`config.mk`:
```
export PLATFORM = sky130hd
export DESIGN_NAME = muldiv_unit_flat
export DESIGN_NICKNAME = d
export VERILOG_FILES = /design/src/rtl/muldiv_pkg.sv /design/src/rtl/muldiv_if.sv /design/src/rtl/muldiv_step.sv /design/src/rtl/muldiv_unit.sv /design/src/flat_wrapper.sv
export SDC_FILE = /design/constraint.sdc
export NUM_CORES = 1
export LEC_CHECK = 0
export BUFFER_PORTS_ARGS = -buffer_cell sky130_fd_sc_hd__buf_2
export CAP_MARGIN = 20
export CORE_MARGIN = 4
export CORE_UTILIZATION = 43
export DETAILED_ROUTE_END_ITERATION = 12
export PLACE_DENSITY_LB_ADDON = 0.15
export SETUP_SLACK_MARGIN = 0.3
export SLEW_MARGIN = 20
export SYNTH_ARGS = -nofsm -noshare
export SYNTH_HDL_FRONTEND = slang
export SYNTH_SLANG_ARGS = --single-unit
```
`constraint.sdc`:
```
create_clock -name clk -period 4 [get_ports clk]
set_clock_uncertainty 0.05 [all_clocks]
set_input_delay 1.2 -clock clk [delete_from_list [all_inputs] [get_ports clk]]
set_output_delay 1.2 -clock clk [all_outputs]
set_load 0.02 [all_outputs]
```
`src/rtl/muldiv_pkg.sv`:
```
// Shared definitions for the iterative multiply/divide unit: funct codes,
// FSM states, operation kinds and small decode helpers.
package muldiv_pkg;

  localparam int FUNCT_W = 6;

  localparam logic [FUNCT_W-1:0] FUNCT_MULT  = 6'b011000;
  localparam logic [FUNCT_W-1:0] FUNCT_MULTU = 6'b011001;
  localparam logic [FUNCT_W-1:0] FUNCT_DIV   = 6'b011010;
  localparam logic [FUNCT_W-1:0] FUNCT_DIVU  = 6'b011011;
  localparam logic [FUNCT_W-1:0] FUNCT_MTHI  = 6'b010001;
  localparam logic [FUNCT_W-1:0] FUNCT_MTLO  = 6'b010011;

  typedef enum logic [1:0] {
    ST_IDLE = 2'd0,
    ST_RUN  = 2'd1,
    ST_SIGN = 2'd2
  } state_t;

  typedef enum logic [1:0] {
    OP_MUL_S = 2'd0,
    OP_MUL_U = 2'd1,
    OP_DIV_S = 2'd2,
    OP_DIV_U = 2'd3
  } op_t;

  function automatic logic is_muldiv(input logic [FUNCT_W-1:0] funct);
    return (funct == FUNCT_MULT) || (funct == FUNCT_MULTU) ||
           (funct == FUNCT_DIV)  || (funct == FUNCT_DIVU);
  endfunction

  // Only meaningful when is_muldiv(funct) is true.
  function automatic op_t decode_op(input logic [FUNCT_W-1:0] funct);
    op_t op;
    case (funct)
      FUNCT_MULT:  op = OP_MUL_S;
      FUNCT_MULTU: op = OP_MUL_U;
      FUNCT_DIV:   op = OP_DIV_S;
      default:     op = OP_DIV_U;
    endcase
    return op;
  endfunction

  function automatic logic op_is_div(input op_t op);
    return (op == OP_DIV_S) || (op == OP_DIV_U);
  endfunction

  function automatic logic op_is_signed(input op_t op);
    return (op == OP_MUL_S) || (op == OP_DIV_S);
  endfunction

endpackage

```
`src/rtl/muldiv_if.sv`:
```
// Request/response bundle between the execute stage and the mul/div unit.
interface muldiv_if
  import muldiv_pkg::*;
#(
  parameter int WIDTH = 32
);
  logic               start_i;
  logic [FUNCT_W-1:0] funct_i;
  logic [WIDTH-1:0]   src_a_i;
  logic [WIDTH-1:0]   src_b_i;
  logic               flush_i;
  logic               busy_o;
  logic               done_o;
  logic               div_by_zero_o;
  logic [WIDTH-1:0]   hi_o;
  logic [WIDTH-1:0]   lo_o;

  modport master (
    output start_i, funct_i, src_a_i, src_b_i, flush_i,
    input  busy_o, done_o, div_by_zero_o, hi_o, lo_o
  );

  modport slave (
    input  start_i, funct_i, src_a_i, src_b_i, flush_i,
    output busy_o, done_o, div_by_zero_o, hi_o, lo_o
  );
endinterface

```
`src/rtl/muldiv_step.sv`:
```
// One radix-2 iteration of shift-add multiply or restoring divide.
// Multiply: acc = {partial product high, remaining multiplier bits}.
// Divide:   acc = {partial remainder, dividend bits / quotient bits};
// the new quotient bit is shifted into acc[0].
module muldiv_step #(
  parameter int WIDTH = 32
) (
  input  logic               i_is_div,
  input  logic [2*WIDTH-1:0] i_acc,
  input  logic [WIDTH-1:0]   i_operand,
  output logic [2*WIDTH-1:0] o_acc
);

  logic [WIDTH:0] w_sum;
  logic [WIDTH:0] w_shifted;
  logic [WIDTH:0] w_diff;
  logic           w_q_bit;

  // Compute both candidate next-accumulators and select by operation.
  always_comb begin
    w_sum     = {1'b0, i_acc[2*WIDTH-1:WIDTH]} +
                (i_acc[0] ? {1'b0, i_operand} : '0);
    w_shifted = i_acc[2*WIDTH-1:WIDTH-1];
    w_diff    = w_shifted - {1'b0, i_operand};
    w_q_bit   = ~w_diff[WIDTH];
    if (i_is_div) begin
      o_acc = {(w_q_bit ? w_diff[WIDTH-1:0] : w_shifted[WIDTH-1:0]),
               i_acc[WIDTH-2:0], w_q_bit};
    end else begin
      o_acc = {w_sum, i_acc[WIDTH-1:1]};
    end
  end

endmodule

```
`src/rtl/muldiv_unit.sv`:
```
// Iterative HI/LO multiply/divide unit: IDLE -> RUN (WIDTH steps) -> SIGN,
// with MTHI/MTLO writes handled directly from IDLE.
module muldiv_unit
  import muldiv_pkg::*;
#(
  parameter int WIDTH = 32
) (
  input  logic     clk,
  input  logic     resetn,
  muldiv_if.slave  bus
);

  localparam int CW = $clog2(WIDTH) + 1;

  state_t             r_state;
  state_t             w_state_next;
  logic [CW-1:0]      r_cnt;
  op_t                r_op;
  logic [2*WIDTH-1:0] r_acc;
  logic [WIDTH-1:0]   r_operand;
  logic [WIDTH-1:0]   r_raw_a;
  logic               r_neg_res;
  logic               r_neg_rem;
  logic               r_dbz;
  logic [WIDTH-1:0]   r_hi;
  logic [WIDTH-1:0]   r_lo;
  logic               r_busy;
  logic               r_done;
  logic               r_dbz_out;

  op_t                w_op;
  logic               w_idle_req;
  logic               w_accept;
  logic               w_mt_write;
  logic               w_a_neg;
  logic               w_b_neg;
  logic [WIDTH-1:0]   w_abs_a;
  logic [WIDTH-1:0]   w_abs_b;
  logic [2*WIDTH-1:0] w_step_acc;
  logic [2*WIDTH-1:0] w_prod;
  logic [WIDTH-1:0]   w_res_hi;
  logic [WIDTH-1:0]   w_res_lo;

  // Request decode; a flush in IDLE discards any start in the same cycle.
  assign w_idle_req = (r_state == ST_IDLE) && bus.start_i && !bus.flush_i;
  assign w_op       = decode_op(bus.funct_i);
  assign w_accept   = w_idle_req && is_muldiv(bus.funct_i);
  assign w_mt_write = w_idle_req &&
                      ((bus.funct_i == FUNCT_MTHI) || (bus.funct_i == FUNCT_MTLO));
  assign w_a_neg    = op_is_signed(w_op) && bus.src_a_i[WIDTH-1];
  assign w_b_neg    = op_is_signed(w_op) && bus.src_b_i[WIDTH-1];
  assign w_abs_a    = w_a_neg ? -bus.src_a_i : bus.src_a_i;
  assign w_abs_b    = w_b_neg ? -bus.src_b_i : bus.src_b_i;

  muldiv_step #(.WIDTH(WIDTH)) u_step (
    .i_is_div  (op_is_div(r_op)),
    .i_acc     (r_acc),
    .i_operand (r_operand),
    .o_acc     (w_step_acc)
  );

  // State register.
  always_ff @(posedge clk or negedge resetn) begin
    if (!resetn) r_state <= ST_IDLE;
    else         r_state <= w_state_next;
  end

  // Next-state logic; flush abandons RUN/SIGN without touching HI/LO.
  always_comb begin
    w_state_next = r_state;
    case (r_state)
      ST_IDLE: if (w_accept) w_state_next = ST_RUN;
      ST_RUN: begin
        if (bus.flush_i)                     w_state_next = ST_IDLE;
        else if (r_cnt == CW'(WIDTH - 1))    w_state_next = ST_SIGN;
      end
      ST_SIGN: w_state_next = ST_IDLE;
      default: w_state_next = ST_IDLE;
    endcase
  end

  // Sign correction of the raw magnitude results, plus divide-by-zero override.
  always_comb begin
    w_prod   = r_neg_res ? -r_acc : r_acc;
    w_res_hi = w_prod[2*WIDTH-1:WIDTH];
    w_res_lo = w_prod[WIDTH-1:0];
    if (op_is_div(r_op)) begin
      if (r_dbz) begin
        w_res_hi = r_raw_a;
        w_res_lo = '1;
      end else begin
        w_res_lo = r_neg_res ? -r_acc[WIDTH-1:0] : r_acc[WIDTH-1:0];
        w_res_hi = r_neg_rem ? -r_acc[2*WIDTH-1:WIDTH] : r_acc[2*WIDTH-1:WIDTH];
      end
    end
  end

  // Operand latches, iteration, HI/LO registers and registered status outputs.
  always_ff @(posedge clk or negedge resetn) begin
    if (!resetn) begin
      r_cnt     <= '0;
      r_op      <= OP_MUL_S;
      r_acc     <= '0;
      r_operand <= '0;
      r_raw_a   <= '0;
      r_neg_res <= 1'b0;
      r_neg_rem <= 1'b0;
      r_dbz     <= 1'b0;
      r_hi      <= '0;
      r_lo      <= '0;
      r_busy    <= 1'b0;
      r_done    <= 1'b0;
      r_dbz_out <= 1'b0;
    end else begin
      r_busy    <= (w_state_next != ST_IDLE);
      r_done    <= 1'b0;
      r_dbz_out <= 1'b0;
      if (w_accept) begin
        r_op      <= w_op;
        r_acc     <= {{WIDTH{1'b0}}, (op_is_div(w_op) ? w_abs_a : w_abs_b)};
        r_operand <= op_is_div(w_op) ? w_abs_b : w_abs_a;
        r_raw_a   <= bus.src_a_i;
        r_neg_res <= w_a_neg ^ w_b_neg;
        r_neg_rem <= w_a_neg;
        r_dbz     <= op_is_div(w_op) && (bus.src_b_i == '0);
        r_cnt     <= '0;
      end
      if (w_mt_write) begin
        if (bus.funct_i == FUNCT_MTHI) r_hi <= bus.src_a_i;
        else                           r_lo <= bus.src_a_i;
      end
      if (r_state == ST_RUN) begin
        r_acc <= w_step_acc;
        r_cnt <= r_cnt + 1'b1;
      end
      if ((r_state == ST_SIGN) && !bus.flush_i) begin
        r_hi      <= w_res_hi;
        r_lo      <= w_res_lo;
        r_done    <= 1'b1;
        r_dbz_out <= r_dbz;
      end
    end
  end

  assign bus.busy_o        = r_busy;
  assign bus.done_o        = r_done;
  assign bus.div_by_zero_o = r_dbz_out;
  assign bus.hi_o          = r_hi;
  assign bus.lo_o          = r_lo;

endmodule

```
`src/flat_wrapper.sv`:
```
// flat-port wrapper written by rule: the top's interface ports become plain ports
module muldiv_unit_flat import muldiv_pkg::*;
#(
  parameter int WIDTH = 32
)
  (clk, resetn, bus_start_i, bus_funct_i, bus_src_a_i, bus_src_b_i, bus_flush_i, bus_busy_o, bus_done_o, bus_div_by_zero_o, bus_hi_o, bus_lo_o);
  muldiv_if #(.WIDTH(WIDTH)) bus_i ();
  input  logic clk;
  input  logic resetn;
  input wire logic [$bits(bus_i.start_i)-1:0] bus_start_i;
  input wire logic [$bits(bus_i.funct_i)-1:0] bus_funct_i;
  input wire logic [$bits(bus_i.src_a_i)-1:0] bus_src_a_i;
  input wire logic [$bits(bus_i.src_b_i)-1:0] bus_src_b_i;
  input wire logic [$bits(bus_i.flush_i)-1:0] bus_flush_i;
  output wire logic [$bits(bus_i.busy_o)-1:0] bus_busy_o;
  output wire logic [$bits(bus_i.done_o)-1:0] bus_done_o;
  output wire logic [$bits(bus_i.div_by_zero_o)-1:0] bus_div_by_zero_o;
  output wire logic [$bits(bus_i.hi_o)-1:0] bus_hi_o;
  output wire logic [$bits(bus_i.lo_o)-1:0] bus_lo_o;
  assign bus_i.start_i = bus_start_i;
  assign bus_i.funct_i = bus_funct_i;
  assign bus_i.src_a_i = bus_src_a_i;
  assign bus_i.src_b_i = bus_src_b_i;
  assign bus_i.flush_i = bus_flush_i;
  assign bus_busy_o = bus_i.busy_o;
  assign bus_done_o = bus_i.done_o;
  assign bus_div_by_zero_o = bus_i.div_by_zero_o;
  assign bus_hi_o = bus_i.hi_o;
  assign bus_lo_o = bus_i.lo_o;
  muldiv_unit #(.WIDTH(WIDTH)) u_core (.clk(clk), .resetn(resetn), .bus(bus_i));
endmodule
```
==> key figures <==
Timing
  – Setup tns final: 0 ns
  – Slew margin rel.: 32.2%
  – Final Hold Viols: 0
  – Final setup viols: 0
  – Crit share post-route: 91.0%
  – Actual slew at the worst max-slew pin: 1.01 ns
  – Crit path time final: 3.64 ns
  – Max frequency: 275 MHz
  – RSZ-0062 raised after global routing: yes
  – Pins over their slew limit: 0

Power
  – P_leak: 0.00902 uW
  – Power Dens Cells: 636 nW/um^2
  – Peak supply drop: 0.391 mV
  – Pwr Total: 12900 uW

Routing
  – Drt drc: 0
  – Iter 0 DRT Violations: 1956
  – Post-DR vias/cell: 6.26
  – DR vias: 18.2k
  – Antenna-violating nets left: 0
  – WL final: 72900 um
  – DRT Pass-1 Iters: 5
  – DR WL/cell: 25.1 um

Critical path
  – CP max-delay cell: or4_1
  – FF-to-FF setup slack: 0.36 ns
  – Setup crit end kind: register
  – Crit path cell chain: or4_4 > or4_1 > nor4_2 > nand3_1 > or2_2 > nor4_1 > a31oi_1 > o221ai_1 > o22ai_1
  – Critical path launch point type: register
  – Crit-path max cell delay: 0.67 ns
  – CP top delay family: simple AND/OR/NAND/NOR gates
  – CP Max Fanout: 6
  – Data arrival, critical path: 4.03 ns
  – CP bufs+invs: 0
  – Critical path class: reg -> reg
  – CP required: 4.39 ns

Floorplanning
  – DIE AREA: 43300 um^2
  – Die Y: 208 um
  – Initial Utilization: 43.5%
  – CORE AREA: 39600 um^2
  – Die width: 208 um
  – Row count: 73
  – Num ports: 141

Clock tree
  – Num CTS Buffers: 26
  – Clock latency on the worst-skew pair: 0.58 ns
  – CTS tree: built
  – Clock root buffer: clkbuf_16
  – Clock tree buffer depth: 3
  – H-tree depth: 1
  – Clock-pin slew on the worst setup and hold paths: 0.06 ns
  – Clock sink count: 207

Synth
  – Post-synth EDFFs: 0
  – Yosys reg bits: 207
  – Async SR Flop Fraction: 100%
  – Syn Inst Count: 2214
  – Sequential share of the synthesized area: 30.1%
  – Commonest register cell after synthesis: dfrtp_1
  – Mapped Avg Cell Area: 7.78 um^2
  – Yosys cell types: 83
  – Syn_nets: 2359
  – Mapped cell area: 17200 um^2
  – Synth Warn #: 0

GRT
  – Total track usage: 32.2%
  – First-pass GRT wire length: 110000 um
  – Gr ovfl total: 0
  – Initial antenna violation count: 0
  – Number of global-route vias before repair: 17.4k
  – Largest net degree at the start of global routing: 77

Placed design
  – Placer Congestion: 1.00
  – Placed wire-length estimate: 55300 um
  – I/O Buffers: 140

Layout
  – Area grow syn2layout: 17.6%
  – Fin nets: 2510
  – Share of cells above drive strength 1: 16.3%
  – Diode count: 0

Min path
  – HP Class: reg -> reg

Run status
  – Status: completed

Flow run
  – Max Cap Viol: 0
## tightest hold or removal path: cells and delay by family (launching register included)
family	cells	cell delay [ns]
flops	1	0.34
simple gates	2	0.10
## final timing paths
check	from	to	cells after the start
worst min-delay path	u_core.r_raw_a[4]$_DFFE_PN0P_	u_core.r_raw_a[4]$_DFFE_PN0P_	2
worst max register to register	u_core.r_acc[6]$_DFFE_PN0P_	u_core.bus.hi_o[26]$_DFFE_PN0P_	9
min in group asynchronous	resetn	u_core.bus.hi_o[10]$_DFFE_PN0P_	1
worst max-delay path	u_core.r_acc[6]$_DFFE_PN0P_	u_core.bus.hi_o[26]$_DFFE_PN0P_	9
worst min register to register	u_core.r_raw_a[4]$_DFFE_PN0P_	u_core.r_raw_a[4]$_DFFE_PN0P_	2
max in group asynchronous	resetn	u_core.bus.lo_o[10]$_DFFE_PN0P_	2
## layer usage
| layer | track usage [%] | part of all wire (%) | vias to the layer above |
|---|---|---|---|
| met2 | 49.3 | 43 | 949 |
| li1 | - | - | 8299 |
| met3 | 5.96 | 9.2 | 167 |
| met1 | 45.1 | 42 | 8814 |
| met5 | 0 | 0 | - |
| met4 | 13.2 | 5.0 | 0 |
## through the flow
step	hold slack (ns)	util (%)	setup WS (ns)	std cells	instance area, um^2
2_1_floorplan	0.390	-	0.297	2214	17200
3_3_place_gp	0.407	48.5	0.0114	2861	19200
3_5_place_dp	0.412	48.5	0.0433	2861	19200
4_1_cts	0.427	51.0	0.318	2909	20200
5_1_grt	0.445	51.1	0.287	2910	20300
6_report	0.426	51.1	0.361	2910	20300
## area by class of cell
type	instances	area [um^2]
Inverter	63	236
Clock buffer	34	751
Fill cell	3895	19400
Tap cell	525	657
Sequential cell	207	5190
Multi-Input combinational cell	1779	11300
Timing Repair Buffer	288	1950
Clock inverter	14	216
## flip-flops by register name (all words and copies together), names as in the netlist, 2 cells and up
name	cells
u_core.bus.lo_o	32
u_core.r_state	2
u_core.r_cnt	6
u_core.r_raw_a	32
u_core.r_operand	32
u_core.r_acc	64
u_core.bus.hi_o	32
## cells in the mapped netlist, types with 34 or more instances
| library cell | instances | area share [%] |
|---|---|---|
| a211oi_1 | 47 | 2.0 |
| a21oi_1 | 138 | 4.0 |
| a31oi_1 | 38 | 1.4 |
| a32oi_1 | 34 | 1.7 |
| clkbuf_1 | 144 | 3.1 |
| dfrtp_1 | 207 | 30 |
| ha_1 | 69 | 5.0 |
| inv_1 | 63 | 1.4 |
| mux2i_1 | 65 | 3.8 |
| nand2_1 | 379 | 8.3 |
| nand3_1 | 46 | 1.3 |
| nor2_1 | 142 | 3.1 |
| o211ai_1 | 50 | 2.2 |
| o21ai_0 | 182 | 5.3 |
| xnor2_1 | 73 | 3.7 |
| xor2_1 | 117 | 5.9 |
## cell families after synthesis
family,count (synthesis),synth area share (%)
simple gates,774,20.7
buf+inv,228,5.07
xor+xnor,190,9.66
fa+ha+maj,71,5.24
flops,207,30.1
mux,67,3.91
compound gates,677,25.4
## report_power, final
group | total, uW | internal [uW] | switching [uW]
clock network | 2690 | 1650 | 1050
registers | 3120 | 2570 | 549
logic | 7070 | 2760 | 4320
## timing repair
action / 4_1_cts / 5_1_grt
endpoints found under the setup margin: 2 / 32
resized for setup: 3 / 11
pin swaps: 0 / 3
hold buffers: 0 / 0
setup buffers: 0 / 1
## cell usage in the layout, fill, tap and decap left out, types with 34 or more instances in the layout
| cell | count |
|---|---|
| dfrtp_1 | 201 |
| a21oi_1 | 135 |
| o211ai_1 | 50 |
| nor2_1 | 137 |
| xnor2_1 | 73 |
| a31oi_1 | 38 |
| a32oi_1 | 34 |
| o21ai_0 | 182 |
| mux2i_1 | 64 |
| xor2_1 | 117 |
| nand3_1 | 46 |
| a211oi_1 | 47 |
| nand2_1 | 377 |
| ha_1 | 69 |
| buf_4 | 138 |
| buf_2 | 139 |
| inv_1 | 63 |
(Power assumes the default switching activity.)
